--- src/rtl/syscall_pkg.sv ---
// Shared definitions for the syscall console-input block.
//   SYS_*   : $v0 syscall codes understood by the system-call unit
//   state_t : FSM state encoding of syscall_input
package syscall_pkg;

  localparam logic [31:0] SYS_PRINT_INT = 32'd1;
  localparam logic [31:0] SYS_PRINT_STR = 32'd4;
  localparam logic [31:0] SYS_READ_INT  = 32'd5;
  localparam logic [31:0] SYS_READ_STR  = 32'd8;
  localparam logic [31:0] SYS_EXIT      = 32'd10;

  typedef enum logic [2:0] {
    IDLE   = 3'd0,
    INT_RD = 3'd1,
    STR_RD = 3'd2,
    FLUSH  = 3'd3,
    DONE   = 3'd4
  } state_t;

endpackage

--- src/rtl/byte_packer.sv ---
// Little-endian byte-to-word packer for the read_string path.
//   clk, rst_n  : clock, asynchronous active-low reset
//   clr         : empty the word buffer
//   push        : store din into lane 'lane'
//   lane        : byte lane (0 = bits [7:0])
//   din         : byte to store
//   full        : push into lane 3 this cycle (word complete)
//   full_word   : buffered word with din merged into 'lane'
//   flush_word  : buffered lanes below 'lane', zero from 'lane' upward
module byte_packer (
  input  logic        clk,
  input  logic        rst_n,
  input  logic        clr,
  input  logic        push,
  input  logic [1:0]  lane,
  input  logic [7:0]  din,
  output logic        full,
  output logic [31:0] full_word,
  output logic [31:0] flush_word
);

  logic [31:0] wbuf_reg;

  for (genvar gi = 0; gi < 4; gi++) begin : g_lane
    assign full_word[gi*8 +: 8]  = (lane == 2'(gi)) ? din : wbuf_reg[gi*8 +: 8];
    // The terminating NUL sits in 'lane'; anything above it is forced to zero.
    assign flush_word[gi*8 +: 8] = (2'(gi) < lane) ? wbuf_reg[gi*8 +: 8] : 8'h00;
  end

  assign full = push && (lane == 2'd3);

  always_ff @(posedge clk or negedge rst_n) begin
    if (!rst_n) begin
      wbuf_reg <= 32'h0;
    end else if (clr || full) begin
      // A completed word leaves through the write port, so the buffer restarts empty.
      wbuf_reg <= 32'h0;
    end else if (push) begin
      wbuf_reg <= full_word;
    end
  end

endmodule

--- src/rtl/syscall_input.sv ---
// Console input side of the system-call unit: read_int ($v0=5) parses a
// signed decimal line into 'result'; read_string ($v0=8) packs bytes into
// words written to data memory at $a0, NUL-terminated, at most $a1-1 chars.
//   clk, rst_n              : clock, asynchronous active-low reset
//   sys, regv, rega, regalen: syscall request, $v0, $a0, $a1
//   in_valid/in_data/in_ready: console byte stream
//   MemWrite/Addr/Wdata     : word write port to data memory
//   result/result_we        : read_int value for $v0
//   busy/done               : not idle / one-cycle completion pulse
module syscall_input
  import syscall_pkg::*;
#(
  parameter logic [7:0] TERM_CHAR = 8'h0A
) (
  input  logic        clk,
  input  logic        rst_n,
  input  logic        sys,
  input  logic [31:0] regv,
  input  logic [31:0] rega,
  input  logic [31:0] regalen,
  input  logic        in_valid,
  input  logic [7:0]  in_data,
  output logic        in_ready,
  output logic        MemWrite,
  output logic [31:0] Addr,
  output logic [31:0] Wdata,
  output logic [31:0] result,
  output logic        result_we,
  output logic        busy,
  output logic        done
);

  state_t      state_reg, state_next;
  logic [31:0] acc_reg, acc_next;
  logic        neg_reg, neg_next;
  logic        first_reg, first_next;
  logic [31:0] cnt_reg, cnt_next;
  logic [31:0] base_reg, base_next;
  logic [31:0] len_reg, len_next;
  logic        mem_we_reg, mem_we_next;
  logic [31:0] addr_reg, addr_next;
  logic [31:0] wdata_reg, wdata_next;
  logic [31:0] result_reg, result_next;
  logic        result_we_reg, result_we_next;
  logic        done_reg, done_next;

  logic        accept;
  logic        pk_clr, pk_push, pk_full;
  logic [31:0] pk_full_word, pk_flush_word;
  logic [7:0]  digit_val;
  logic [31:0] word_addr;

  byte_packer u_packer (
    .clk        (clk),
    .rst_n      (rst_n),
    .clr        (pk_clr),
    .push       (pk_push),
    .lane       (cnt_reg[1:0]),
    .din        (in_data),
    .full       (pk_full),
    .full_word  (pk_full_word),
    .flush_word (pk_flush_word)
  );

  assign in_ready  = (state_reg == INT_RD) || (state_reg == STR_RD);
  assign busy      = (state_reg != IDLE);
  assign accept    = in_valid && in_ready;
  assign digit_val = in_data - 8'h30;
  assign word_addr = base_reg + {cnt_reg[31:2], 2'b00};

  assign MemWrite  = mem_we_reg;
  assign Addr      = addr_reg;
  assign Wdata     = wdata_reg;
  assign result    = result_reg;
  assign result_we = result_we_reg;
  assign done      = done_reg;

  always_ff @(posedge clk or negedge rst_n) begin
    if (!rst_n) begin
      state_reg     <= IDLE;
      acc_reg       <= 32'h0;
      neg_reg       <= 1'b0;
      first_reg     <= 1'b0;
      cnt_reg       <= 32'h0;
      base_reg      <= 32'h0;
      len_reg       <= 32'h0;
      mem_we_reg    <= 1'b0;
      addr_reg      <= 32'h0;
      wdata_reg     <= 32'h0;
      result_reg    <= 32'h0;
      result_we_reg <= 1'b0;
      done_reg      <= 1'b0;
    end else begin
      state_reg     <= state_next;
      acc_reg       <= acc_next;
      neg_reg       <= neg_next;
      first_reg     <= first_next;
      cnt_reg       <= cnt_next;
      base_reg      <= base_next;
      len_reg       <= len_next;
      mem_we_reg    <= mem_we_next;
      addr_reg      <= addr_next;
      wdata_reg     <= wdata_next;
      result_reg    <= result_next;
      result_we_reg <= result_we_next;
      done_reg      <= done_next;
    end
  end

  always_comb begin
    state_next     = state_reg;
    acc_next       = acc_reg;
    neg_next       = neg_reg;
    first_next     = first_reg;
    cnt_next       = cnt_reg;
    base_next      = base_reg;
    len_next       = len_reg;
    mem_we_next    = 1'b0;
    addr_next      = 32'h0;
    wdata_next     = 32'h0;
    result_next    = result_reg;
    result_we_next = 1'b0;
    done_next      = 1'b0;
    pk_clr         = 1'b0;
    pk_push        = 1'b0;

    case (state_reg)
      IDLE: begin
        if (sys) begin
          if (regv == SYS_READ_INT) begin
            state_next = INT_RD;
            acc_next   = 32'h0;
            neg_next   = 1'b0;
            first_next = 1'b1;
          end else if (regv == SYS_READ_STR) begin
            // Buffers of length 0 or 1 only have room for the NUL.
            state_next = (regalen > 32'd1) ? STR_RD : FLUSH;
            cnt_next   = 32'h0;
            base_next  = rega & ~32'h3;
            len_next   = regalen;
            pk_clr     = 1'b1;
          end
        end
      end

      INT_RD: begin
        if (accept) begin
          first_next = 1'b0;
          if (in_data == TERM_CHAR) begin
            result_next    = neg_reg ? (32'h0 - acc_reg) : acc_reg;
            result_we_next = 1'b1;
            state_next     = DONE;
          end else if (in_data == 8'h2D && first_reg) begin
            neg_next = 1'b1;
          end else if (in_data >= 8'h30 && in_data <= 8'h39) begin
            acc_next = acc_reg * 32'd10 + {24'h0, digit_val};
          end
        end
      end

      STR_RD: begin
        if (accept) begin
          if (in_data == TERM_CHAR) begin
            state_next = FLUSH;
          end else begin
            pk_push  = 1'b1;
            cnt_next = cnt_reg + 32'd1;
            if (pk_full) begin
              mem_we_next = 1'b1;
              addr_next   = word_addr;
              wdata_next  = pk_full_word;
            end
            // Reserve the last buffer byte for the NUL terminator.
            if (cnt_next == len_reg - 32'd1) begin
              state_next = FLUSH;
            end
          end
        end
      end

      FLUSH: begin
        mem_we_next = 1'b1;
        addr_next   = word_addr;
        wdata_next  = pk_flush_word;
        pk_clr      = 1'b1;
        state_next  = DONE;
      end

      DONE: begin
        done_next  = 1'b1;
        state_next = IDLE;
      end

      default: state_next = IDLE;
    endcase
  end

endmodule

--- config.mk ---
export PLATFORM = sky130hd
export DESIGN_NAME = syscall_input
export DESIGN_NICKNAME = d
export VERILOG_FILES = /design/src/rtl/syscall_pkg.sv /design/src/rtl/byte_packer.sv /design/src/rtl/syscall_input.sv
export SDC_FILE = /design/constraint.sdc
export NUM_CORES = 1
export LEC_CHECK = 0
export ABC_AREA = 1
export CAP_MARGIN = 20
export CORE_MARGIN = 3
export CORE_UTILIZATION = 60
export DETAILED_ROUTE_END_ITERATION = 8
export PLACE_DENSITY = 0.85
export SYNTH_ARGS = -nofsm -noshare
export SYNTH_HDL_FRONTEND = slang
export SYNTH_SLANG_ARGS = --single-unit
--- constraint.sdc ---
create_clock -name clk -period 6.1 [get_ports clk]
set_input_delay 1.22 -clock clk [delete_from_list [all_inputs] [get_ports clk]]
set_output_delay 1.22 -clock clk [all_outputs]
set_load 0.02 [all_outputs]
==> results of run 1 <==
[cells in the mapped netlist, types with 8 or more instances]
cell                       count  area (µm²)
sky130_fd_sc_hd__nand2_2       8        50.1
sky130_fd_sc_hd__nor4_1       16         100
sky130_fd_sc_hd__nor2_4        8        90.1
sky130_fd_sc_hd__nand3_1     181         906
sky130_fd_sc_hd__o21ai_0     124         621
sky130_fd_sc_hd__nor3_1       25         125
sky130_fd_sc_hd__o21bai_1     11        82.6
sky130_fd_sc_hd__inv_1       301        1130
sky130_fd_sc_hd__mux2_2       59         664
sky130_fd_sc_hd__buf_4         8        60.1
sky130_fd_sc_hd__nor2_1      289        1080
sky130_fd_sc_hd__nor2_2       16         100
sky130_fd_sc_hd__xor2_1       44         385
sky130_fd_sc_hd__xnor2_1      24         210
sky130_fd_sc_hd__a21oi_1     120         601
sky130_fd_sc_hd__or2_0        14        87.6
sky130_fd_sc_hd__nand4_1      39         244
sky130_fd_sc_hd__o21ai_1      19        95.1
sky130_fd_sc_hd__ha_1        101        1260
sky130_fd_sc_hd__buf_2        16        80.1
sky130_fd_sc_hd__dfrtp_1     254        6360
sky130_fd_sc_hd__o22ai_1      35         219
sky130_fd_sc_hd__nand2_1     776        2910
sky130_fd_sc_hd__clkbuf_1     25        93.8
[kinds of logic (layout without fill, tap and decap cells)]
family | Yosys count | after routing
XOR/XNOR | 68 | 68
buffers and inverters | 360 | 574
flip-flops | 254 | 254
adder cells (fa/ha/maj) | 104 | 104
multiplexers | 59 | 59
AO/OA/AOI/OAI | 343 | 343
other | 1 | 3
AND/OR/NAND/NOR | 1396 | 1396
[cell type report]
cell class,count,area share [%]
Sequential cell,254,29.6
Multi-Input combinational cell,1972,48.3
Inverter,308,5.39
Timing Repair Buffer,214,9.96
Antenna cell,1,0.0116
Clock buffer,44,4.01
Tap cell,390,2.27
Clock inverter,8,0.466
[power groups by stage]
stage	logic (µW)	clock network [µW]	registers [µW]
after CTS	2010	1770	1960
after global placement	1910	0	1980
final	2060	1750	1970
after floorplan	1460	0	1940
after detailed placement	1980	0	1990
after global routing	2280	1830	1980
[cells in the final DEF, fill, tap and decap left out, drive strengths merged, types with 2 or more instances in the layout]
cell type,count
o32ai,2
and2,2
clkdlybuf4s50,203
nand2,785
clkinv,5
a21oi,120
nor2,313
fa,3
buf,11
nand3b,6
o31ai,4
nand4,39
or2,19
a21o,4
o21ai,144
a21boi,2
xor2,44
nor4,16
o21bai,11
a32o,2
nor3,28
xnor2,24
clkbuf,44
nor3b,3
dfrtp,254
ha,101
o21a,5
nand3,184
o22ai,35
bufinv,2
o211ai,3
inv,308
conb,2
a31oi,7
mux2,59
[routing by layer]
metal	wire, µm	share of wire (%)	GRT usage, %	up-vias
met5	0	0	0	-
met4	2180	4.1	10.9	0
met3	3390	6.4	3.54	152
met2	26100	49	57.3	720
met1	21500	40	40.4	8379
li1	-	-	-	8831
[metrics by stage]
stage	utilization [%]	instance area [µm²]	cells	setup WS, ns
3_3_place_gp	69.0	20500	3137	1.67
4_1_cts	72.3	21500	3189	2.14
3_5_place_dp	69.0	20500	3137	1.57
6_report	72.3	21500	3191	2.02
5_1_grt	72.3	21500	3191	1.76
2_1_floorplan	-	18100	2586	2.80
[critical path, delay by kind of cell]
| family | cells | cell delay, ns |
|---|---|---|
| AO/OA/AOI/OAI | 1 | 0.21 |
| AND/OR/NAND/NOR | 6 | 1.19 |
| buffers and inverters | 5 | 1.65 |
| adder cells (fa/ha/maj) | 1 | 0.23 |
[how the worst max path moves through the flow]
stage,cells past startpoint,slack (ns),endpoint
2_1_floorplan,16,2.80,acc_reg[30]$_DFFE_PN0P_
3_3_place_gp,15,1.67,u_packer.wbuf_reg[22]$_DFFE_PN0P_
3_5_place_dp,15,1.57,u_packer.wbuf_reg[16]$_DFFE_PN0P_
4_1_cts,15,2.14,u_packer.wbuf_reg[16]$_DFFE_PN0P_
5_1_grt,13,1.76,cnt_reg[2]$_DFFE_PN0P_
6_report,13,2.02,cnt_reg[2]$_DFFE_PN0P_
==> insert_results.sql, run 1 <==
INSERT INTO impl_metrics (metric_group, metric, value, unit) VALUES
('run_status', 'outcome', 'finished clean', ''),
('yosys', 'synth-compound-area-share', '10.4', '%'),
('timing', 'fin_hold_ws', '0.486', 'ns'),
('setup_path', 'worst-endpoint-required', '6.56', 'ns'),
('global_route', 'via_count_of_the_first_global_routing_pass', '17569', ''),
('timing', 'timing.max_slew.rel_slack', '35.7', '%'),
('power_and_ir_drop', 'max-vdd-ir-drop', '252', 'µV'),
('place', 'place.detailed.hpwl', '41000', 'µm'),
('floorplan', 'io_pins', '209', ''),
('hold_path', 'holdPathEnd', 'result[13]$_DFFE_PN0P_', ''),
('timing', 'grt_setup_unrepaired', 'false', ''),
('yosys', 'main_combinational_cell_family_by_area_after_synthesis', 'simple AND/OR/NAND/NOR gates', ''),
('timing', 'hold_violations', '0', ''),
('yosys', 'synth_enable_flop_cells', '0', ''),
('yosys', 'syn-mean-instance-area', '7.02', 'µm²'),
('floorplan', 'die_w', '180', 'µm'),
('power_and_ir_drop', 'power.sequential.fraction', '34.1', '%'),
('power_and_ir_drop', 'power_density', '269', 'mW/mm²'),
('power_and_ir_drop', 'power_leakage', '0.0108', 'µW'),
('clock_network', 'ctsHoldBuffers', '0', ''),
('power_and_ir_drop', 'switching_share', '38.8', '%'),
('hold_path', 'min-delay-path-class', 'register to register', ''),
('setup_path', 'crit_arrival', '4.54', 'ns'),
('timing', 'timing_worst_slew_pin_value', '0.965', 'ns'),
('clock_network', 'clock_latency', '0.56', 'ns'),
('setup_path', 'path_max_fanout', '44', ''),
('timing', 'fmax', '245', 'MHz'),
('yosys', 'syn-cell-area', '0.0181', 'mm²'),
('timing', 'finalCriticalPeriod', '4.08', 'ns'),
('setup_path', 'critPathMaxStageDelay', '0.57', 'ns'),
('setup_path', 'setup.reg_to_reg.worst_slack', '2.16', 'ns'),
('clock_network', 'cts_post_setup_buffers_inserted', '0', ''),
('floorplan', 'start_util', '61.0', '%'),
('setup_path', 'critical_path.cell_chain', 'clkdlybuf4s50_1 -> inv_1 -> ha_1 -> nand4_1 -> inv_1 -> nor2_1 -> nor2_1 -> nor2_1 -> nand2_2 -> nor2_4 -> inv_2 -> buf_4 -> o21ai_0', ''),
('power_and_ir_drop', 'comb_power_share', '35.6', '%'),
('setup_path', 'critPathLaunchType', 'primary input', ''),
('layout', 'area_occupied_by_multi_input_gates', '0.0104', 'mm²'),
('routing', 'drcViolationCount', '0', ''),
('setup_path', 'setup.worst_path.class', 'primary input to register', ''),
('layout', 'seqCellArea', '0.00636', 'mm²'),
('clock_network', 'clock_tree_from_tritoncts', 'yes', ''),
('floorplan', 'die_area', '0.0324', 'mm²'),
('clock_network', 'clock_sink_count', '254', ''),
('routing', 'number_of_nets_still_failing_antenna_checks_after_routing', '0', ''),
('timing', 'post-route-period-util', '66.9', '%'),
('power_and_ir_drop', 'power_frac_clock', '30.3', '%'),
('routing', 'vias', '18082', ''),
('place', 'port_buffers', '204', ''),
('yosys', 'synth_top_flop_cell', 'sky130_fd_sc_hd__dfrtp_1', ''),
('layout', 'drive_above_1_share', '6.00', '%'),
('floorplan', 'floorplan.rows', '63', ''),
('setup_path', 'capturing_point_of_the_worst_reg2reg_path', 'state_reg[1]$_DFFE_PN0P_', ''),
('hold_path', 'worst_hold_path.num_cells', '2', ''),
('power_and_ir_drop', 'power.internal', '3540', 'µW'),
('setup_path', 'timing.critical_path.from', 'in_data[4]', ''),
('clock_network', 'root_buffer', 'sky130_fd_sc_hd__clkbuf_16', ''),
('layout', 'final.fill_count', '2410', ''),
('job', 'maxCapViolations', '0', ''),
('clock_network', 'clkTransAtPathRegs', '0.06', 'ns'),
('clock_network', 'cts_inserted_buffers', '28', ''),
('global_route', 'grt_pass1_wl', '86400', 'µm'),
('floorplan', 'die_height', '180', 'µm'),
('global_route', 'groute.usage.overall', '32.0', '%'),
('global_route', 'maximum_number_of_pins_on_one_net_before_global_route_repair', '132', ''),
('routing', 'count_of_routing_violations_after_the_opening_detailed_route_iteration', '1431', ''),
('clock_network', 'ctsLongestPathBuffers', '3', ''),
('power_and_ir_drop', 'switching_power', '2250', 'µW'),
('setup_path', 'worst_r2r_startpoint', 'cnt_reg[1]$_DFFE_PN0P_', ''),
('yosys', 'async_flop_share', '100', '%'),
('routing', 'routedWlPerCell', '16.7', 'µm'),
('setup_path', 'kind_of_end_point_of_the_critical_path', 'register', '');
Power figures use the tool's default switching activity.
==> run 2: changes to the inputs <==
Settings changed: CORE_UTILIZATION 60 to 58, PLACE_DENSITY 0.85 to 0.82.
Clock period 6.1 ns to 3.96 ns, I/O delays scaled along.
==> insert_results.sql, run 2 (same netlist as run 1, synthesis figures left out) <==
INSERT INTO impl_metrics (metric_group, metric, value, unit) VALUES
('clock_network', 'clock_latency', '0.57', 'ns'),
('setup_path', 'setup.worst_path.class', 'register to register', ''),
('timing', 'grt_setup_unrepaired', 'false', ''),
('global_route', 'grt_overflow', '0', ''),
('layout', 'drive_above_1_share', '6.72', '%'),
('routing', 'drcViolationCount', '0', ''),
('clock_network', 'htreeDepth', '1', ''),
('setup_path', 'kind_of_end_point_of_the_critical_path', 'register', ''),
('layout', 'final_core_util', '70.7', '%'),
('layout', 'layout_common_cells', 'sky130_fd_sc_hd__nand2_1 (776), sky130_fd_sc_hd__inv_1 (301), sky130_fd_sc_hd__nor2_1 (288)', ''),
('layout', 'antenna_cells', '0', ''),
('timing', 'post-route-period-util', '92.6', '%'),
('run_status', 'outcome', 'finished clean', ''),
('job', 'maxCapViolations', '0', ''),
('power_and_ir_drop', 'power_leakage', '0.0109', 'µW'),
('timing', 'timing.final.ws_setup', '0.293', 'ns'),
('place', 'gp_routability_congestion', '0.941', ''),
('routing', 'drt-total-wl', '53600', 'µm'),
('global_route', 'grt_pass1_wl', '87300', 'µm'),
('timing', 'clock_skew', '0.0340', 'ns'),
('clock_network', 'clock_sink_count', '254', ''),
('setup_path', 'reg2reg_path_depth', '16', ''),
('global_route', 'via_count_of_the_first_global_routing_pass', '17551', ''),
('place', 'port_buffers', '204', ''),
('clock_network', 'root_buffer', 'sky130_fd_sc_hd__clkbuf_16', ''),
('timing', 'hold_violations', '0', ''),
('global_route', 'grt_antenna_before_repair', '0', ''),
('clock_network', 'clkTransAtPathRegs', '0.06', 'ns'),
('place', 'post-place-ws', '0.110', 'ns'),
('setup_path', 'worst-endpoint-required', '4.39', 'ns'),
('layout', 'layout.cells.non_filler', '3210', ''),
('floorplan', 'core_region_area', '0.0307', 'mm²'),
('floorplan', 'io_pins', '209', ''),
('layout', 'mostFrequentLayoutCell', 'sky130_fd_sc_hd__nand2_1', ''),
('setup_path', 'worst_r2r_startpoint', 'acc_reg[3]$_DFFE_PN0P_', ''),
('power_and_ir_drop', 'max-vdd-ir-drop', '341', 'µV'),
('floorplan', 'die_height', '183', 'µm'),
('timing', 'timing.max_slew.rel_slack', '38.9', '%'),
('floorplan', 'die_w', '183', 'µm'),
('clock_network', 'ctsHoldBuffers', '0', ''),
('setup_path', 'critPathLaunchType', 'register', ''),
('layout', 'layout.nets', '3004', ''),
('setup_path', 'setup.reg_to_reg.worst_slack', '0.29', 'ns'),
('routing', 'vias', '18069', ''),
('timing', 'setup_tns', '0', 'ns'),
('clock_network', 'clock_tree_from_tritoncts', 'yes', ''),
('floorplan', 'start_util', '59.2', '%'),
('clock_network', 'cts_inserted_buffers', '28', ''),
('setup_path', 'capturing_point_of_the_worst_reg2reg_path', 'acc_reg[27]$_DFFE_PN0P_', ''),
('routing', 'number_of_nets_still_failing_antenna_checks_after_routing', '0', ''),
('timing', 'finalCriticalPeriod', '3.67', 'ns'),
('floorplan', 'floorplan.rows', '64', ''),
('hold_path', 'min-delay-path-class', 'primary input to asynchronous set/reset pin', ''),
('timing', 'fmax', '273', 'MHz'),
('place', 'place.detailed.hpwl', '41800', 'µm'),
('power_and_ir_drop', 'power_density', '414', 'mW/mm²'),
('routing', 'count_of_routing_violations_after_the_opening_detailed_route_iteration', '1467', ''),
('setup_path', 'timing.critical_path.from', 'acc_reg[3]$_DFFE_PN0P_', ''),
('clock_network', 'ctsLongestPathBuffers', '3', ''),
('layout', 'final.fill_count', '2510', ''),
('global_route', 'maximum_number_of_pins_on_one_net_before_global_route_repair', '106', ''),
('routing', 'routedWlPerCell', '16.7', 'µm'),
('timing', 'timing_worst_slew_pin_value', '0.911', 'ns'),
('global_route', 'groute.usage.overall', '31.7', '%'),
('setup_path', 'worstSetupEndpoint', 'acc_reg[27]$_DFFE_PN0P_', ''),
('floorplan', 'die_area', '0.0334', 'mm²'),
('timing', 'setup_violations', '0', ''),
('setup_path', 'path_max_fanout', '6', ''),
('place', 'numPlacedInstances', '3157', ''),
('setup_path', 'crit_arrival', '4.10', 'ns'),
('timing', 'drv_slew', '0', ''),
('routing', 'drt_first_pass_iters', '6', ''),
('clock_network', 'cts_post_setup_buffers_inserted', '0', ''),
('clock_network', 'postCtsResizedCells', '0', ''),
('routing', 'avgViaCountPerCell', '5.63', ''),
('layout', 'area_growth', '19.5', '%');
==> run 2: final cells by class <==
type	count	area, µm²	area share (%)
Clock buffer	40	847	3.91
Clock inverter	12	150	0.693
Inverter	308	1160	5.34
Multi-Input combinational cell	1972	10400	48.0
Sequential cell	254	6360	29.3
Tap cell	396	495	2.29
Timing Repair Buffer	228	2270	10.5
==> run 2: stage by stage <==
stage	instance area, µm²	hold slack, ns	power [µW]
floorplan	18100	0.464	5240
global placement	20700	0.464	6020
detailed placement	20700	0.466	6140
CTS	21700	0.314	8940
global route	21700	0.344	9520
finish	21700	0.298	8980
==> run 2: worst min path at each step <==
stage / cells past startpoint / slack (ns) / end
floorplan: 2 / 0.46 / first_reg$_DFFE_PN0P_
global placement: 2 / 0.46 / result[22]$_DFFE_PN0P_
detailed placement: 2 / 0.47 / result[27]$_DFFE_PN0P_
CTS: 1 / 0.31 / cnt_reg[0]$_DFFE_PN0P_
global route: 1 / 0.34 / Wdata[14]$_DFF_PN0_
finish: 1 / 0.30 / Wdata[1]$_DFF_PN0_
==> run 2: routing by layer <==
layer,wire length [µm],up-vias,share of wire (%),global-route usage [%]
met1,21900,8426,41,40.3
met5,0,-,0,0
met2,26400,666,49,56.4
met3,3220,131,6.0,3.01
met4,2120,0,4.0,11.6
li1,-,8846,-,-
==> run 2: worst max-delay path: stages, from the launching register on <==
cell and delay [ns]:
sky130_fd_sc_hd__dfrtp_1 0.47, sky130_fd_sc_hd__ha_1 0.31, sky130_fd_sc_hd__ha_1 0.29, sky130_fd_sc_hd__fa_2 0.41, sky130_fd_sc_hd__xor2_1 0.18, sky130_fd_sc_hd__ha_2 0.39, sky130_fd_sc_hd__nand4_1 0.11, sky130_fd_sc_hd__o211ai_1 0.27
sky130_fd_sc_hd__nand2_1 0.08, sky130_fd_sc_hd__nand2_1 0.12, sky130_fd_sc_hd__nand3_1 0.16, sky130_fd_sc_hd__nor2_4 0.20, sky130_fd_sc_hd__nand2_1 0.11, sky130_fd_sc_hd__nor2_2 0.18, sky130_fd_sc_hd__nand4_1 0.13, sky130_fd_sc_hd__nand3_1 0.11
sky130_fd_sc_hd__nand2_1 0.05
==> run 2: where the power goes <==
| group | internal, µW | switching, µW |
|---|---|---|
| combinational | 1080 | 2110 |
| clock | 1680 | 1100 |
| sequential | 2780 | 237 |
==> run 3: changes to the inputs <==
Settings changed: SLEW_MARGIN from default to 20.
==> insert_results.sql, run 3 (same netlist as run 1, synthesis figures left out) <==
INSERT INTO impl_metrics (metric_group, metric, value, unit) VALUES
('job', 'maxCapViolations', '0', ''),
('layout', 'antenna_cells', '0', ''),
('timing', 'grt_setup_unrepaired', 'false', ''),
('power_and_ir_drop', 'max-vdd-ir-drop', '341', 'µV'),
('routing', 'number_of_nets_still_failing_antenna_checks_after_routing', '0', ''),
('routing', 'drt_first_pass_iters', '6', ''),
('timing', 'drv_slew', '0', ''),
('floorplan', 'floorplan.rows', '64', ''),
('floorplan', 'die_w', '183', 'µm'),
('layout', 'area_occupied_by_multi_input_gates', '0.0104', 'mm²'),
('layout', 'area_growth', '19.5', '%'),
('run_status', 'outcome', 'finished clean', ''),
('clock_network', 'cts_inserted_buffers', '28', ''),
('floorplan', 'io_pins', '209', ''),
('clock_network', 'htreeDepth', '1', ''),
('clock_network', 'ctsLongestPathBuffers', '3', ''),
('timing', 'setup_violations', '0', ''),
('place', 'gp_routability_congestion', '0.941', ''),
('clock_network', 'clkTransAtPathRegs', '0.06', 'ns'),
('timing', 'timing_worst_slew_pin_value', '0.911', 'ns'),
('global_route', 'met3_usage', '3.01', '%'),
('layout', 'layout_common_cells', 'sky130_fd_sc_hd__nand2_1 (776), sky130_fd_sc_hd__inv_1 (301), sky130_fd_sc_hd__nor2_1 (288)', ''),
('timing', 'post-route-period-util', '93.1', '%'),
('setup_path', 'worst-endpoint-required', '4.36', 'ns'),
('routing', 'drt-total-wl', '53700', 'µm'),
('layout', 'finalInstanceArea', '0.0217', 'mm²'),
('global_route', 'groute.usage.overall', '31.7', '%'),
('timing', 'hold_violations', '0', ''),
('layout', 'layout.nets', '3004', ''),
('timing', 'clock_skew', '0.0383', 'ns'),
('global_route', 'grt_antenna_before_repair', '0', ''),
('setup_path', 'kind_of_end_point_of_the_critical_path', 'register', ''),
('global_route', 'grt_overflow', '0', ''),
('setup_path', 'crit_arrival', '4.09', 'ns'),
('place', 'place.detailed.hpwl', '41800', 'µm'),
('global_route', 'via_count_of_the_first_global_routing_pass', '17551', ''),
('timing', 'fmax', '271', 'MHz'),
('setup_path', 'critical_path.slowest_cell', 'sky130_fd_sc_hd__dfrtp_1', ''),
('setup_path', 'setup.worst_path.class', 'register to register', ''),
('clock_network', 'cts_post_setup_buffers_inserted', '0', ''),
('clock_network', 'ctsHoldBuffers', '0', ''),
('routing', 'count_of_routing_violations_after_the_opening_detailed_route_iteration', '1586', ''),
('routing', 'avgViaCountPerCell', '5.64', ''),
('setup_path', 'path_max_fanout', '7', ''),
('timing', 'timing.max_slew.rel_slack', '38.9', '%'),
('floorplan', 'start_util', '59.2', '%'),
('timing', 'setup_tns', '0', 'ns'),
('clock_network', 'clock_latency', '0.57', 'ns'),
('place', 'dpl-instance-area', '0.0207', 'mm²'),
('layout', 'final_core_util', '70.7', '%'),
('routing', 'drcViolationCount', '0', ''),
('routing', 'vias', '18095', ''),
('global_route', 'maximum_number_of_pins_on_one_net_before_global_route_repair', '106', ''),
('clock_network', 'clock_tree_from_tritoncts', 'yes', ''),
('floorplan', 'die_height', '183', 'µm'),
('layout', 'mostFrequentLayoutCell', 'sky130_fd_sc_hd__nand2_1', ''),
('layout', 'drive_above_1_share', '6.72', '%'),
('setup_path', 'critPathLaunchType', 'register', ''),
('clock_network', 'root_buffer', 'sky130_fd_sc_hd__clkbuf_16', ''),
('floorplan', 'die_area', '0.0334', 'mm²'),
('timing', 'fin_hold_ws', '0.300', 'ns'),
('place', 'port_buffers', '204', ''),
('routing', 'routedWlPerCell', '16.7', 'µm'),
('layout', 'final.fill_count', '2511', ''),
('floorplan', 'core_region_area', '0.0307', 'mm²'),
('hold_path', 'min-delay-path-class', 'primary input to asynchronous set/reset pin', ''),
('power_and_ir_drop', 'power_density', '414', 'mW/mm²'),
('clock_network', 'clock_sink_count', '254', ''),
('global_route', 'grt_pass1_wl', '87300', 'µm'),
('power_and_ir_drop', 'power_leakage', '0.0109', 'µW'),
('setup_path', 'cpMostUsedCell', 'sky130_fd_sc_hd__nand2_1', ''),
('layout', 'seqCellArea', '0.00636', 'mm²'),
('global_route', 'busiest_layer', 'met2', ''),
('setup_path', 'critPathMaxStageDelay', '0.47', 'ns'),
('timing', 'finalCriticalPeriod', '3.69', 'ns'),
('global_route', 'grt_util_met1', '40.3', '%'),
('global_route', 'grtUsageMet2', '56.4', '%'),
('setup_path', 'critical_path.cell_chain', 'ha_1 -> ha_1 -> nand2_1 -> nand3_1 -> xor2_1 -> ha_1 -> nand2_1 -> nor2_1 -> nand2_1 -> nand2_1 -> nand4_1 -> nor2_4 -> nand3_1 -> nor2_4 -> nand2_2 -> nor2_2 -> nand2_1 -> nand3_1 -> o21ai_1', '');
==> run 3: cell count changes in the layout (fill, tap and decap cells not counted) <==
cell / previous run / this run
sky130_fd_sc_hd__buf_8: 2 / 1
sky130_fd_sc_hd__buf_6: 0 / 1
==> run 3: final cells by class <==
class | count | area share [%]
Multi-Input combinational cell | 1972 | 48.0
Sequential cell | 254 | 29.3
Timing Repair Buffer | 228 | 10.5
Inverter | 308 | 5.35
Clock buffer | 40 | 3.91
Tap cell | 396 | 2.29
Clock inverter | 12 | 0.693
==> run 3: routing by layer <==
layer,vias to the layer above,part of all wire [%]
li1,8836,-
met2,675,49
met4,0,4.0
met3,139,5.7
met1,8445,41
met5,-,0
==> run 3: path summary, 6_finish.rpt <==
check	endpoint	slack, ns	depth (start not counted)	from
worst max-delay path	acc_reg[26]$_DFFE_PN0P_	0.27	19	acc_reg[3]$_DFFE_PN0P_
worst min-delay path	Wdata[1]$_DFF_PN0_	0.30	1	rst_n
worst max register to register	acc_reg[26]$_DFFE_PN0P_	0.27	19	acc_reg[3]$_DFFE_PN0P_
worst min register to register	result[27]$_DFFE_PN0P_	0.48	2	result[27]$_DFFE_PN0P_
max in group asynchronous	cnt_reg[8]$_DFFE_PN0P_	2.80	2	rst_n
min in group clk	result[27]$_DFFE_PN0P_	0.48	2	result[27]$_DFFE_PN0P_
==> run 3: timing repair <==
action                                  CTS  global route
hold endpoints to repair                  0             0
gates resized for setup                   0             3
endpoints found under the setup margin    0             9
==> run 3: critical path, delay by kind of cell, from the launching register on <==
family          cells  cell delay [ns]
flops               1             0.47
compound gates      1             0.06
simple gates       14             1.73
fa+ha+maj           3             1.09
xor+xnor            1             0.21
==> run 3: stage by stage <==
| stage | instances | setup WS (ns) | power [µW] |
|---|---|---|---|
| final | 3210 | 0.273 | 8980 |
| after global routing | 3210 | 0.00925 | 9520 |
| after CTS | 3209 | 0.212 | 8940 |
| after detailed placement | 3157 | 0.110 | 6140 |
| after global placement | 3157 | 0.225 | 6020 |
| after floorplan | 2586 | 0.695 | 5240 |
==> run 3: power breakdown <==
part	internal, µW	total (µW)	leakage [µW]	switching, µW
clock network	1680	2770	0.000486	1090
registers	2780	3020	0.00353	239
logic	1070	3180	0.00690	2110
total	5540	8980	0.0109	3440
